### config.mk
export PLATFORM = sky130hd
export DESIGN_NAME = heater_controller
export DESIGN_NICKNAME = d
export VERILOG_FILES = /design/src/rtl/heater_controller.sv
export SDC_FILE = /design/constraint.sdc
export NUM_CORES = 1
export LEC_CHECK = 0
export BUFFER_PORTS_ARGS = -buffer_cell sky130_fd_sc_hd__buf_2
export CAP_MARGIN = 20
export CORE_MARGIN = 2
export CORE_UTILIZATION = 65
export CTS_CLUSTER_DIAMETER = 60
export CTS_CLUSTER_SIZE = 8
export DETAILED_ROUTE_END_ITERATION = 10
export PLACE_DENSITY = 0.95
export RECOVER_POWER = 25
export SLEW_MARGIN = 20
export SYNTH_ARGS = -nofsm -noshare
export SYNTH_HDL_FRONTEND = slang
export SYNTH_SLANG_ARGS = --single-unit
### constraint.sdc
create_clock -name clk -period 3.1 [get_ports clk]
set_input_delay 0.31 -clock clk [delete_from_list [all_inputs] [get_ports clk]]
set_output_delay 0.31 -clock clk [all_outputs]
set_load 0.01 [all_outputs]
### src/rtl/heater_controller.sv
// Drum heater sequencer: level check, heat to the latched target, hold with
// hysteresis for a fixed time, then report done or fault to the cycle FSM.
module heater_controller #(
    parameter int HYST           = 2,
    parameter int HOLD_CYCLES    = 50,
    parameter int TIMEOUT_CYCLES = 1000,
    parameter int CNT_W          = 16
) (
    input  logic       clk,
    input  logic       reset,
    input  logic       start,
    input  logic       abort,
    input  logic [5:0] target_temp,
    input  logic [5:0] water_temp,
    input  logic       water_level_ok,
    output logic       heater_on,
    output logic       busy,
    output logic       heat_done,
    output logic       fault,
    output logic [2:0] state
);

    typedef enum logic [2:0] {
        S_IDLE  = 3'd0,
        S_CHECK = 3'd1,
        S_HEAT  = 3'd2,
        S_HOLD  = 3'd3,
        S_DONE  = 3'd4,
        S_FAULT = 3'd5
    } state_t;

    localparam logic [CNT_W-1:0] HEAT_LAST = CNT_W'(TIMEOUT_CYCLES - 1);
    localparam logic [CNT_W-1:0] HOLD_LAST = CNT_W'(HOLD_CYCLES - 1);
    localparam logic [6:0]       HYST_W    = 7'(HYST);

    state_t           state_q, state_d;
    logic [5:0]       target_q, target_d;
    logic             start_prev_q;
    logic [CNT_W-1:0] heat_cnt_q, heat_cnt_d;
    logic [CNT_W-1:0] hold_cnt_q, hold_cnt_d;
    logic             hold_heat_q, hold_heat_d;
    logic             heater_on_q, heater_on_d;
    logic             busy_q, busy_d;
    logic             heat_done_q, heat_done_d;
    logic             fault_q, fault_d;
    logic             start_edge;
    logic [6:0]       thr_diff;
    logic [5:0]       thr_low;

    assign start_edge = start & ~start_prev_q;

    // Bit 6 of the widened difference flags a negative threshold, which clamps to 0.
    assign thr_diff = {1'b0, target_q} - HYST_W;
    assign thr_low  = thr_diff[6] ? 6'd0 : thr_diff[5:0];

    always_comb begin
        state_d     = state_q;
        target_d    = target_q;
        heat_cnt_d  = heat_cnt_q;
        hold_cnt_d  = hold_cnt_q;
        hold_heat_d = hold_heat_q;

        if (abort) begin
            state_d     = S_IDLE;
            heat_cnt_d  = '0;
            hold_cnt_d  = '0;
            hold_heat_d = 1'b0;
        end else begin
            case (state_q)
                S_IDLE, S_DONE, S_FAULT: begin
                    if (start_edge) begin
                        target_d = target_temp;
                        state_d  = S_CHECK;
                    end
                end
                S_CHECK: begin
                    if (!water_level_ok) begin
                        state_d = S_FAULT;
                    end else if (water_temp >= target_q) begin
                        state_d = S_DONE;
                    end else begin
                        state_d    = S_HEAT;
                        heat_cnt_d = '0;
                    end
                end
                S_HEAT: begin
                    heat_cnt_d = heat_cnt_q + CNT_W'(1);
                    if (!water_level_ok || heat_cnt_q == HEAT_LAST) begin
                        state_d = S_FAULT;
                    end else if (water_temp >= target_q) begin
                        state_d     = S_HOLD;
                        hold_cnt_d  = '0;
                        hold_heat_d = 1'b0;
                    end
                end
                S_HOLD: begin
                    hold_cnt_d = hold_cnt_q + CNT_W'(1);
                    if (water_temp < thr_low) begin
                        hold_heat_d = 1'b1;
                    end else if (water_temp >= target_q) begin
                        hold_heat_d = 1'b0;
                    end
                    if (!water_level_ok) begin
                        state_d = S_FAULT;
                    end else if (hold_cnt_q == HOLD_LAST) begin
                        state_d = S_DONE;
                    end
                end
                default: state_d = S_IDLE;
            endcase
        end

        // Outputs are decoded from next state so the registered copies match the state register.
        heater_on_d = (state_d == S_HEAT) | ((state_d == S_HOLD) & hold_heat_d);
        busy_d      = (state_d == S_CHECK) | (state_d == S_HEAT) | (state_d == S_HOLD);
        fault_d     = (state_d == S_FAULT);
        heat_done_d = (state_d == S_DONE) & (state_q != S_DONE);
    end

    always_ff @(posedge clk) begin
        // start_prev tracks start even in reset, so a start held high across reset is not an edge.
        start_prev_q <= start;
        if (reset) begin
            state_q     <= S_IDLE;
            target_q    <= '0;
            heat_cnt_q  <= '0;
            hold_cnt_q  <= '0;
            hold_heat_q <= 1'b0;
            heater_on_q <= 1'b0;
            busy_q      <= 1'b0;
            heat_done_q <= 1'b0;
            fault_q     <= 1'b0;
        end else begin
            state_q     <= state_d;
            target_q    <= target_d;
            heat_cnt_q  <= heat_cnt_d;
            hold_cnt_q  <= hold_cnt_d;
            hold_heat_q <= hold_heat_d;
            heater_on_q <= heater_on_d;
            busy_q      <= busy_d;
            heat_done_q <= heat_done_d;
            fault_q     <= fault_d;
        end
    end

    assign heater_on = heater_on_q;
    assign busy      = busy_q;
    assign heat_done = heat_done_q;
    assign fault     = fault_q;
    assign state     = state_q;

endmodule

Word-level counts from Yosys, hierarchy flattened:

Cells that the tools add are included.

* bits of input ports: 17
* bits in latches: 0
* bits in writable memories: 0
* memories kept: 0
* ROM bits: 0
* flip-flop bits (word level): 47

* add/sub/neg operators: 3
* multiply operators: 0
* magnitude comparators: 2
* divide/modulo/power cells: 0
* reductions and logical operators: 10
* muxes and demuxes: 21
* shift operators: 0
* bitwise operators: 8
* equal/unequal tests: 17

Operators by type and width (number)
* $mux W16: 4
* $pmux W16 S2: 2
* $add A16 B1 Y16 const B: 2
* $mux W3: 8
* $eq A16 B10 Y1 const B: 1
* $eq A16 B6 Y1 const B: 1
* $eq A3 B2 Y1 const B: 4
* $eq A3 B3 Y1 const B: 4
* $pmux W3 S4: 1
* $reduce_and A3 Y1: 3
* $ne A2 B2 Y1 const B: 4
* $sub A6 B2 Y7 const B: 1
* $eq A3 B1 Y1 const B: 2
* $ge A6 B6 Y1: 1
* $lt A6 B6 Y1: 1
* $mux W6: 1
* $mux W1: 4
* $reduce_bool A2 Y1: 2
* $and A1 B1 Y1: 3
* $logic_not A3 Y1: 1
* $ne A3 B3 Y1 const B: 1
* $or A1 B1 Y1: 3
* $reduce_or A3 Y1: 1
* $not A1 Y1: 2
* other kinds (4): 4

Longest topological paths before layout:

Gate-level depths: netlist of run 1.

* depth in word-level cells: 8
* depth in mapped cells: 11

Least setup slack after synthesis of run 1:

No wires, ideal clock.

* path type: register to register
* start point: register target_q[5]
* end point: register hold_cnt_q[1]
* setup slack: 1.122 ns
* arrival: 1.908 ns
* clock period less this slack: 1.978 ns
* required time: 3.030 ns
* cell stages (with the launch flop): 10
* cell sequence: dfxtp_1 -> inv_1 -> ha_1 -> a21oi_1 -> o22ai_1 -> a211oi_1 -> buf_2 -> buf_2 -> o21ai_0 -> a21oi_1

* word-level cells in the longest chain between the ends: 3

Ends and longest elaborated chain
* start: declaration: RTL line 37 `logic [5:0] target_q, target_d;`
* start signal: assignment: RTL line 135 `target_q <= target_d;`
* $ge A6 B6 Y1: RTL line 90 `end else if (water_temp >= target_q) begin`
* $ne A2 B2 Y1 (no line)
* $reduce_and A3 Y1 (no line)
* end signal: assignment: RTL line 137 `hold_cnt_q <= hold_cnt_d;`
* end: declaration: RTL line 40 `logic [CNT_W-1:0] hold_cnt_q, hold_cnt_d;`

No other way between the ends.
A chain may end at the register's enable or synchronous reset.

Worst setup path after layout of run 1:

* start point: register target_q[3]
* end point: register hold_cnt_q[7]

Same word-level chain as after synthesis.

==> results of run 1 <==
## cell type report
cell class | count | area (um2)
multi-input combinational | 266 | 1850
tap | 52 | 65.1
clock buffer | 6 | 82.6
fill | 290 | 1190
sequential | 47 | 941
clock inverter | 2 | 16.3
inverter | 16 | 60.1
timing repair buffer | 28 | 144
## routing by layer
metal / share of wire [%] / wire, um / vias to the layer above / GRT usage (%)
met1: 41 / 2710 / 1287 / 31.9
li1: - / - / 1349 / -
met4: 2.2 / 145 / 0 / 9.43
met5: 0 / 0 / - / 0
met3: 6.6 / 432 / 21 / 5.63
met2: 50 / 3240 / 129 / 48.3
## state kept, by name (all words and copies together), names as in the netlist
signal        cells
hold_heat_q       1
heat_cnt_q       16
heat_done         1
fault             1
heater_on         1
hold_cnt_q       16
state             3
target_q          6
busy              1
start_prev_q      1
## power breakdown
part | internal (mW) | switching (mW)
logic | 0.0492 | 0.0657
registers | 0.608 | 0.00501
clock network | 0.182 | 0.210
total | 0.839 | 0.281
## cell families after synthesis
| logic type | synth area share (%) |
|---|---|
| flip-flops | 31.9 |
| AO/OA/AOI/OAI | 19.6 |
| multiplexers | 5.44 |
| adder cells (fa/ha/maj) | 6.37 |
| AND/OR/NAND/NOR | 29.8 |
| buffers and inverters | 5.44 |
| XOR/XNOR | 1.49 |
## layout by cell type (no fill, tap or decap), types with 11 or more instances in the layout
master and n:
sky130_fd_sc_hd__buf_2 16, sky130_fd_sc_hd__and3_1 11, sky130_fd_sc_hd__inv_1 16, sky130_fd_sc_hd__mux2i_1 16
sky130_fd_sc_hd__or4_1 11, sky130_fd_sc_hd__dfxtp_1 47, sky130_fd_sc_hd__nand2_1 17, sky130_fd_sc_hd__a21oi_1 28
sky130_fd_sc_hd__nand3_1 19, sky130_fd_sc_hd__o31ai_1 15, sky130_fd_sc_hd__nand4_1 14, sky130_fd_sc_hd__ha_1 15
sky130_fd_sc_hd__nand3b_1 11, sky130_fd_sc_hd__nor2_1 23
## worst paths after layout
kind | start | endpoint | slack [ps] | depth (start not counted)
setup / recovery | target_q[3]$_SDFFE_PP0P_ | hold_cnt_q[7]$_SDFFE_PP0P_ | 750 | 8
hold / removal | start | start_prev_q$_DFF_P_ | 110 | 1
setup reg to reg | target_q[3]$_SDFFE_PP0P_ | hold_cnt_q[7]$_SDFFE_PP0P_ | 750 | 8
hold reg to reg | heat_cnt_q[8]$_SDFFE_PP0P_ | heat_cnt_q[8]$_SDFFE_PP0P_ | 500 | 2
## per-stage QoR
step | setup WS (ps) | hold WS [ps]
3_5_place_dp | 855 | 432
3_3_place_gp | 908 | 426
2_1_floorplan | 1120 | 338
5_1_grt | 566 | 102
6_report | 754 | 115
4_1_cts | 769 | 113
## worst reg2reg max path, stage by stage (launching register included)
cell,delay (ps)
sky130_fd_sc_hd__dfxtp_1,450
sky130_fd_sc_hd__inv_1,110
sky130_fd_sc_hd__ha_1,300
sky130_fd_sc_hd__nand4_1,190
sky130_fd_sc_hd__nor2_1,220
sky130_fd_sc_hd__a211oi_2,100
sky130_fd_sc_hd__buf_4,230
sky130_fd_sc_hd__or4_1,510
sky130_fd_sc_hd__a21oi_1,170
==> flow_metrics.env, run 1 <==
export IMPL_result_of_the_run="complete, no violations"
export IMPL_cap_violations=0
export IMPL_post_synth_num_cell_types=61
export IMPL_total_leakage_power_nw=1.12
export IMPL_numPlacedInstances=409
export IMPL_synth_cells=347
export IMPL_finalClockSkew_ps=9.18
export IMPL_clk_root_buffer_cell="sky130_fd_sc_hd__clkbuf_8"
export IMPL_clkLatencyLatePin_ps=300
export IMPL_synth_area_per_cell_um2=8.49
export IMPL_gp_congestion=0.919
export IMPL_pin_slew_with_the_least_headroom_to_its_limit_ps=565
export IMPL_design_die_area_um2=5090
export IMPL_area_of_the_mapped_netlist_um2=2950
export IMPL_synth_async_reset_ratio_pct=0
export IMPL_rsz0062_at_grt="false"
export IMPL_post_cts_setup_buffers=0
export IMPL_vias_per_cell=6.68
export IMPL_yosysWarningCount=0
export IMPL_number_of_buffers_inserted_for_hold_repair_after_clock_tree_synthesis=0
export IMPL_detail_placement_hpwl_mm=4.62
export IMPL_layout_min_cycle_time_ps=2350
export IMPL_top_cell_type_s_share_of_synthesized_area_pct=31.9
export IMPL_clock_fmax_mhz=426
export IMPL_layout_drive_gt1_share_pct=12.3
export IMPL_initial_core_util_pct=67.7
export IMPL_cts_made_buffers=5
export IMPL_final_net_count=396
export IMPL_cts_tree="done"
export IMPL_placed_cell_area_um2=3070
export IMPL_critical_path_top_delay_family="simple AND/OR/NAND/NOR gates"
export IMPL_number_of_port_buffers=23
export IMPL_grt_pass1_vias=2549
export IMPL_cts_repair_resized=0
export IMPL_placement_rows=24
export IMPL_num_vias=2786
export IMPL_vdd_drop_max_mv=0.275
export IMPL_p_total_mw=1.12
export IMPL_final_period_utilization_pct=75.7
export IMPL_synth_largest_area_cell="sky130_fd_sc_hd__dfxtp_1"
export IMPL_critPathBufInv=2
export IMPL_dominantRegCellSynth="sky130_fd_sc_hd__dfxtp_1"
export IMPL_max_slew_margin_pct=62.3
export IMPL_detail_route_iter0_violations=257
export IMPL_fin_tns_setup_ps=0
export IMPL_post_synth_top_count_cell="sky130_fd_sc_hd__dfxtp_1"
export IMPL_postSynthRegisterBits=47
export IMPL_global_route_overflow_total=0
export IMPL_routed_wirelength_mm=6.53
export IMPL_firstDrtPassIters=7
export IMPL_ant_nets=0
export IMPL_die_x_um=71.3
export IMPL_final_hold_violation_count=0
export IMPL_timing_critical_path_arrival_ps=2580
export IMPL_die_y_extent_um=71.3
export IMPL_remaining_drc_errors=0
export IMPL_worst_path_largest_cell_delay_ps=510
export IMPL_postLayoutCellArea_um2=3160
export IMPL_post_layout_nonfiller_instances=417
export IMPL_number_of_enable_flip_flop_cells_after_synthesis=0
export IMPL_clkSlewWorstSetupHoldPaths_ps=90
export IMPL_path_cells="inv_1, ha_1, nand4_1, nor2_1, a211oi_2, buf_4, or4_1, a21oi_1"
export IMPL_diodes=0
export IMPL_start_kind="register"
export IMPL_antenna_violations_before_repair=0
export IMPL_synth_top_cells_by_area="sky130_fd_sc_hd__dfxtp_1, sky130_fd_sc_hd__ha_1, sky130_fd_sc_hd__mux2i_1"
export IMPL_synth_cells_most_frequent="sky130_fd_sc_hd__dfxtp_1, sky130_fd_sc_hd__a21oi_1, sky130_fd_sc_hd__nor2_1"
export IMPL_grt_usage_pct=27.0
export IMPL_area_growth_syn_to_layout_pct=7.22
export IMPL_pin_count=24
export IMPL_worst_path_max_fanout=29
export IMPL_critPathKind="register to register"
export IMPL_drv_slew=0
export IMPL_floorplan_core_area_um2=4350
export IMPL_timing_critical_path_required_ps=3330
export IMPL_sequential_element_share_of_the_synthesized_area_pct=31.9
export IMPL_utilization_pct=72.6
export IMPL_cts_htree_levels=2
export IMPL_clock_tree_buffer_depth=2
export IMPL_global_route_wire_length_before_repair_mm=11.3
export IMPL_worst_hold_path_type="primary input to register"
export IMPL_total_nets_after_synthesis=379
export IMPL_cellPowerDensity_nw_per_um2=354
export IMPL_maximum_number_of_pins_on_one_net_before_global_route_repair=34
export IMPL_route_detailed_wl_per_inst_um=15.7
export IMPL_critical_path_slowest_cell="sky130_fd_sc_hd__or4_1"
export IMPL_tritoncts_num_sinks=47
export IMPL_worstSetupEndpointType="register"
export IMPL_setup_viols_final=0
Note: power is estimated with default switching activity, not from simulation.
==> inputs of run 2 (changes only) <==
--- a/config.mk
+++ b/config.mk
@@ -5,14 +5,15 @@
 export SDC_FILE = /design/constraint.sdc
 export NUM_CORES = 1
 export LEC_CHECK = 0
+export ABC_AREA = 1
 export BUFFER_PORTS_ARGS = -buffer_cell sky130_fd_sc_hd__buf_2
 export CAP_MARGIN = 20
 export CORE_MARGIN = 2
-export CORE_UTILIZATION = 65
+export CORE_UTILIZATION = 54
 export CTS_CLUSTER_DIAMETER = 60
 export CTS_CLUSTER_SIZE = 8
 export DETAILED_ROUTE_END_ITERATION = 10
-export PLACE_DENSITY = 0.95
+export PLACE_DENSITY = 0.85
 export RECOVER_POWER = 25
 export SLEW_MARGIN = 20
 export SYNTH_ARGS = -nofsm -noshare
==> constraint.sdc (replaced) <==
create_clock -name clk -period 2 [get_ports clk]
set_input_delay 0.2 -clock clk [delete_from_list [all_inputs] [get_ports clk]]
set_output_delay 0.2 -clock clk [all_outputs]
set_load 0.01 [all_outputs]
==> flow_metrics.env, run 2 <==
export IMPL_result_of_the_run="complete, no violations"
export IMPL_regToRegStartpoint="target_q[3]$_SDFFE_PP0P_"
export IMPL_initial_core_util_pct=55.6
export IMPL_setup_viols_final=0
export IMPL_numPlacedInstances=535
export IMPL_rsz0062_at_grt="true"
export IMPL_post_synth_top_count_cell="sky130_fd_sc_hd__nand2_1"
export IMPL_drv_slew=0
export IMPL_cts_tree="done"
export IMPL_synth_cells=451
export IMPL_layout_common_cells="sky130_fd_sc_hd__nand2_1, sky130_fd_sc_hd__nand3_1, sky130_fd_sc_hd__inv_1"
export IMPL_area_growth_syn_to_layout_pct=11.1
export IMPL_dominantRegCellSynth="sky130_fd_sc_hd__dfxtp_1"
export IMPL_top_cell_type_s_share_of_synthesized_area_pct=30.9
export IMPL_design_die_area_um2=6250
export IMPL_final_hold_violation_count=0
export IMPL_synth_area_per_cell_um2=6.74
export IMPL_global_route_overflow_total=0
export IMPL_detail_placement_hpwl_mm=4.64
export IMPL_p_sw_mw=0.479
export IMPL_synth_top_cells_by_area="sky130_fd_sc_hd__dfxtp_1, sky130_fd_sc_hd__nand2_1, sky130_fd_sc_hd__nand3_1"
export IMPL_post_layout_nonfiller_instances=545
export IMPL_top_regs="heat_cnt_q x16, hold_cnt_q x16, target_q x6"
export IMPL_critical_path_slowest_cell="sky130_fd_sc_hd__dfxtp_4"
export IMPL_yosysWarningCount=0
export IMPL_critPathKind="register to register"
export IMPL_path_cells="inv_1, ha_1, nand2_1, nor2_1, nand2_1, nand2_2, inv_2, o21ai_4, nand2_4, o21ai_1, inv_1"
export IMPL_final_net_count=504
export IMPL_worst_hold_path_type="primary input to register"
export IMPL_power_switching_share_pct=25.5
export IMPL_layout_min_cycle_time_ps=1890
export IMPL_clkLatencyLatePin_ps=300
export IMPL_synth_largest_area_cell="sky130_fd_sc_hd__dfxtp_1"
export IMPL_final_period_utilization_pct=94.3
export IMPL_cts_htree_levels=2
export IMPL_clock_tree_buffer_depth=2
export IMPL_mostFrequentLayoutCell="sky130_fd_sc_hd__nand2_1"
export IMPL_critPathBufInv=3
export IMPL_layout_drive_gt1_share_pct=21.6
export IMPL_area_of_the_mapped_netlist_um2=3040
export IMPL_die_x_um=79.1
export IMPL_maximum_number_of_pins_on_one_net_before_global_route_repair=27
export IMPL_die_y_extent_um=79.1
export IMPL_antenna_violations_before_repair=0
export IMPL_timing_critical_path_arrival_ps=2080
export IMPL_floorplan_core_area_um2=5470
export IMPL_placement_rows=27
export IMPL_cellPowerDensity_nw_per_um2=557
export IMPL_cts_made_buffers=5
export IMPL_grt_usage_pct=21.5
export IMPL_setup_slack_ps=113
export IMPL_filler_cell_count=511
export IMPL_diodes=0
export IMPL_clkSlewWorstSetupHoldPaths_ps=90
export IMPL_number_of_enable_flip_flop_cells_after_synthesis=0
export IMPL_routed_wirelength_mm=6.77
export IMPL_worstSetupEndpointType="register"
export IMPL_cap_violations=0
export IMPL_worst_path_max_fanout=8
export IMPL_worst_path_largest_cell_delay_ps=380
export IMPL_critical_path_top_delay_family="simple AND/OR/NAND/NOR gates"
export IMPL_finalClockSkew_ps=11.4
export IMPL_post_synth_num_cell_types=36
export IMPL_vias_per_cell=5.36
export IMPL_pin_count=24
export IMPL_pwr_share_comb_pct=11.7
export IMPL_power_frac_clock_pct=37.6
export IMPL_number_of_port_buffers=23
export IMPL_regArea_um2=948
export IMPL_total_leakage_power_nw=1.40
export IMPL_grt_pass1_vias=2619
export IMPL_synth_async_reset_ratio_pct=0
export IMPL_ant_nets=0
export IMPL_postSynthRegisterBits=47
export IMPL_timing_critical_path_required_ps=2190
export IMPL_number_of_buffers_inserted_for_hold_repair_after_clock_tree_synthesis=0
export IMPL_internal_power_mw=1.40
export IMPL_route_detailed_wl_per_inst_um=12.4
export IMPL_clock_fmax_mhz=530
export IMPL_sequential_element_share_of_the_synthesized_area_pct=30.9
export IMPL_total_nets_after_synthesis=483
export IMPL_detail_route_iter0_violations=247
export IMPL_gp_congestion=0.844
export IMPL_worstSetupStartpoint="target_q[3]$_SDFFE_PP0P_"
export IMPL_hold_start="start"
export IMPL_vdd_drop_max_mv=0.425
export IMPL_footprint_of_the_multi_input_gates_um2=1870
export IMPL_num_vias=2919
export IMPL_global_route_wire_length_before_repair_mm=11.0
export IMPL_pre_cts_ws_ps=44.5
export IMPL_remaining_drc_errors=0
export IMPL_clk_root_buffer_cell="sky130_fd_sc_hd__clkbuf_8"
export IMPL_synth_cells_most_frequent="sky130_fd_sc_hd__nand2_1, sky130_fd_sc_hd__nand3_1, sky130_fd_sc_hd__dfxtp_1"
export IMPL_firstDrtPassIters=4
export IMPL_sequential_share_of_power_pct=50.8
export IMPL_fin_tns_setup_ps=0
export IMPL_start_kind="register"
export IMPL_max_slew_margin_pct=72.5
export IMPL_pin_slew_with_the_least_headroom_to_its_limit_ps=409
export IMPL_tritoncts_num_sinks=47
## run 2: changes by cell type in the layout (fill, tap and decap cells not counted), moves of 15 or more
cell,before,now
sky130_fd_sc_hd__inv_1,16,44
sky130_fd_sc_hd__nand3_1,19,54
sky130_fd_sc_hd__mux2i_1,16,0
sky130_fd_sc_hd__nand2_1,17,99
sky130_fd_sc_hd__o31ai_1,15,0
## run 2: worst paths after layout
kind,to,slack (ps),cells after the start
hold reg to reg,target_q[0]$_SDFFE_PP0P_,470,2
hold / removal,start_prev_q$_DFF_P_,6,1
setup / recovery,hold_cnt_q[0]$_SDFFE_PP0P_,110,11
setup reg to reg,hold_cnt_q[0]$_SDFFE_PP0P_,110,11
## run 2: final cells by class
type                       instances  area share (%)
clock buffer                       5            2.04
clock inverter                     3            1.30
inverter                          60            6.74
multi-input combinational        332            55.4
sequential                        47            28.1
tap                               72            2.67
timing repair buffer              26            3.81
## run 2: cell families after synthesis
logic type	synth area share, %
buffers and inverters	10.0
AND/OR/NAND/NOR	38.6
AO/OA/AOI/OAI	13.4
adder cells (fa/ha/maj)	6.17
XOR/XNOR	0.864
flip-flops	30.9
## run 2: routing by layer
| metal | global-route usage, % | vias to the layer above | wire (um) |
|---|---|---|---|
| met5 | 0 | - | 0 |
| met4 | 6.03 | 0 | 80 |
| met3 | 3.64 | 8 | 224 |
| met2 | 38.3 | 61 | 3390 |
| met1 | 26.5 | 1336 | 3080 |
| li1 | - | 1514 | - |
## run 2: power groups by stage
| stage | clock network, mW | logic, mW | registers [mW] |
|---|---|---|---|
| final | 0.706 | 0.219 | 0.955 |
| after global routing | 0.756 | 0.252 | 0.956 |
| after CTS | 0.717 | 0.196 | 0.953 |
| after detailed placement | 0 | 0.195 | 0.975 |
| after global placement | 0 | 0.188 | 0.974 |
| after floorplan | 0 | 0.141 | 0.975 |
## run 2: timing repair
action / CTS / global route
gates resized for setup: 0 / 22
buffers inserted: 0 / 1
hold endpoints to repair: 0 / 0
setup endpoints to repair: 0 / 27
## run 2: through the flow
step                hold WS, ps  cell area (um2)  total power [mW]  utilization [%]
floorplan                   228             3040              1.12                -
global route              0.235             3380              1.96             61.7
global placement            318             3180              1.16             58.2
finish                     5.52             3380              1.88             61.7
CTS                        1.83             3300              1.87             60.2
detailed placement          321             3180              1.17             58.2
## run 2: worst register-to-register path, delay by kind of cell (launching register included)
family                   cells  cell delay (ps)
AO/OA/AOI/OAI                2              370
buffers and inverters        3              190
AND/OR/NAND/NOR              5              550
adder cells (fa/ha/maj)      1              290
flip-flops                   1              380
==> inputs of run 3 (changes only) <==
--- a/config.mk
+++ b/config.mk
@@ -8,6 +8,7 @@
 export ABC_AREA = 1
 export BUFFER_PORTS_ARGS = -buffer_cell sky130_fd_sc_hd__buf_2
 export CAP_MARGIN = 20
+export CORE_ASPECT_RATIO = 0.8
 export CORE_MARGIN = 2
 export CORE_UTILIZATION = 54
 export CTS_CLUSTER_DIAMETER = 60
@@ -15,6 +16,7 @@
 export DETAILED_ROUTE_END_ITERATION = 10
 export PLACE_DENSITY = 0.85
 export RECOVER_POWER = 25
+export SETUP_SLACK_MARGIN = 0.05
 export SLEW_MARGIN = 20
 export SYNTH_ARGS = -nofsm -noshare
 export SYNTH_HDL_FRONTEND = slang
==> flow_metrics.env, run 3 (synthesis results as in run 2) <==
export IMPL_vias_per_cell=5.37
export IMPL_routed_wirelength_mm=6.64
export IMPL_die_x_um=87.9
export IMPL_cts_htree_levels=2
export IMPL_clk_root_buffer_cell="sky130_fd_sc_hd__clkbuf_8"
export IMPL_worst_hold_path_type="primary input to register"
export IMPL_utilization_pct=62.1
export IMPL_cts_made_buffers=5
export IMPL_footprint_of_the_multi_input_gates_um2=1860
export IMPL_critPathKind="register to register"
export IMPL_layout_common_cells="sky130_fd_sc_hd__nand2_1, sky130_fd_sc_hd__nand3_1, sky130_fd_sc_hd__dfxtp_1"
export IMPL_diodes=0
export IMPL_worstSetupEndpointType="register"
export IMPL_area_growth_syn_to_layout_pct=11.0
export IMPL_result_of_the_run="complete, no violations"
export IMPL_global_route_overflow_total=0
export IMPL_critical_path_reg2reg_endpoint="heater_on$_SDFF_PP0_"
export IMPL_setup_reg_to_reg_worst_slack_ps=140
export IMPL_pin_count=24
export IMPL_setup_viols_final=0
export IMPL_antenna_violations_before_repair=0
export IMPL_post_layout_nonfiller_instances=550
export IMPL_remaining_drc_errors=0
export IMPL_layout_min_cycle_time_ps=1860
export IMPL_detail_route_iter0_violations=144
export IMPL_final_hold_worst_slack_ps=50.0
export IMPL_grt_usage_pct=21.7
export IMPL_numPlacedInstances=541
export IMPL_routing_usage_on_met2_pct=34.0
export IMPL_cellPowerDensity_nw_per_um2=547
export IMPL_grtUsageMet3_pct=5.02
export IMPL_filler_cell_count=486
export IMPL_timing_critical_path_required_ps=2230
export IMPL_drv_slew=0
export IMPL_worst_path_largest_cell_delay_ps=340
export IMPL_critPathCapture="heater_on$_SDFF_PP0_"
export IMPL_design_die_area_um2=6250
export IMPL_global_route_wire_length_before_repair_mm=11.1
export IMPL_layout_drive_gt1_share_pct=22.2
export IMPL_regToRegStartpoint="target_q[1]$_SDFFE_PP0P_"
export IMPL_grt_pass1_vias=2625
export IMPL_pin_slew_with_the_least_headroom_to_its_limit_ps=514
export IMPL_die_y_extent_um=71.1
export IMPL_detail_placement_hpwl_mm=4.90
export IMPL_grt_util_met1_pct=30.2
export IMPL_fin_tns_setup_ps=0
export IMPL_cts_tree="done"
export IMPL_path_cells="inv_4, ha_4, inv_2, nor2_4, a21oi_2, a31oi_1, ha_1, nand3_1, o21ai_1, a21oi_1, nand2_1, nand2_1, nor2_1, nor2_1"
export IMPL_floorplan_core_area_um2=5440
export IMPL_clock_tree_buffer_depth=2
export IMPL_max_slew_margin_pct=65.4
export IMPL_final_period_utilization_pct=93.0
export IMPL_reg2regPathDepth=14
export IMPL_mostFrequentLayoutCell="sky130_fd_sc_hd__nand2_1"
export IMPL_clock_fmax_mhz=538
export IMPL_clkSlewWorstSetupHoldPaths_ps=80
export IMPL_worstSetupStartpoint="target_q[1]$_SDFFE_PP0P_"
export IMPL_tritoncts_num_sinks=47
export IMPL_ant_nets=0
export IMPL_timing_critical_path_arrival_ps=2090
export IMPL_vdd_drop_max_mv=0.397
export IMPL_placement_rows=24
export IMPL_clkLatencyLatePin_ps=290
export IMPL_critical_path_slowest_cell="sky130_fd_sc_hd__dfxtp_2"
export IMPL_top_regs="heat_cnt_q x16, hold_cnt_q x16, target_q x6"
export IMPL_finalClockSkew_ps=5.15
export IMPL_cap_violations=0
export IMPL_number_of_port_buffers=23
export IMPL_final_hold_violation_count=0
export IMPL_start_kind="register"
export IMPL_rsz0062_at_grt="false"
export IMPL_final_net_count=504
export IMPL_worst_path_max_fanout=4
export IMPL_num_vias=2954
export IMPL_initial_core_util_pct=56.0
export IMPL_busiest_layer_in_global_routing="met2"
export IMPL_firstDrtPassIters=5
export IMPL_gp_congestion=0.871
export IMPL_route_detailed_wl_per_inst_um=12.1
export IMPL_maximum_number_of_pins_on_one_net_before_global_route_repair=27
export IMPL_regArea_um2=946
export IMPL_total_leakage_power_nw=1.39
export IMPL_p_total_mw=1.85
[run 3: cell types whose count changed in the layout (fill, tap and decap cells not counted), moves of 2 or more]
cell                       before  now
sky130_fd_sc_hd__clkbuf_1       7    9
sky130_fd_sc_hd__inv_1         44   40
sky130_fd_sc_hd__inv_2         13   16
sky130_fd_sc_hd__nor2_1        37   35
sky130_fd_sc_hd__nor2_2         3    5
[run 3: what timing repair did]
action                     in CTS  in global routing
hold buffers                    0                  0
hold endpoints to repair        0                  0
setup buffers                   0                  2
setup endpoints to repair       0                 38
resized for setup               0                 26
[run 3: worst min path at each step]
stage / startpoint / to / slack, ps / depth (start not counted)
3_3_place_gp: start / start_prev_q$_DFF_P_ / 320 / 1
5_1_grt: start / start_prev_q$_DFF_P_ / 40 / 1
2_1_floorplan: start / start_prev_q$_DFF_P_ / 230 / 0
4_1_cts: start / start_prev_q$_DFF_P_ / 20 / 1
3_5_place_dp: start / start_prev_q$_DFF_P_ / 330 / 1
6_report: start / start_prev_q$_DFF_P_ / 50 / 1
[run 3: worst max-delay path, delay by kind of cell, from the launching register on]
family / cells / cell delay [ps]
simple gates: 6 / 500
compound gates: 4 / 430
fa+ha+maj: 2 / 410
flops: 1 / 340
buf+inv: 2 / 120
[run 3: through the flow]
step | setup WS (ps) | area [um2]
finish | 141 | 3380
global route | 43.0 | 3380
CTS | 50.8 | 3290
detailed placement | 59.8 | 3190
global placement | 193 | 3190
floorplan | 274 | 3040
[run 3: metal layers]
layer | part of all wire (%) | up-vias
met5 | 0 | -
li1 | - | 1510
met3 | 6.3 | 6
met4 | 0.47 | 0
met2 | 46 | 95
met1 | 47 | 1343
[run 3: final cells by class]
type | count | area share (%)
clock inverter | 1 | 0.890
tap | 78 | 2.89
inverter | 60 | 6.82
sequential | 47 | 28.0
clock buffer | 6 | 2.15
timing repair buffer | 27 | 4.00
multi-input combinational | 331 | 55.2
[run 3: power by group]
part	leakage, nW	total (mW)	switching (mW)	internal (mW)
clock network	0.0513	0.667	0.301	0.367
registers	0.381	0.957	0.0101	0.947
logic	0.956	0.224	0.140	0.0843
total	1.39	1.85	0.450	1.40
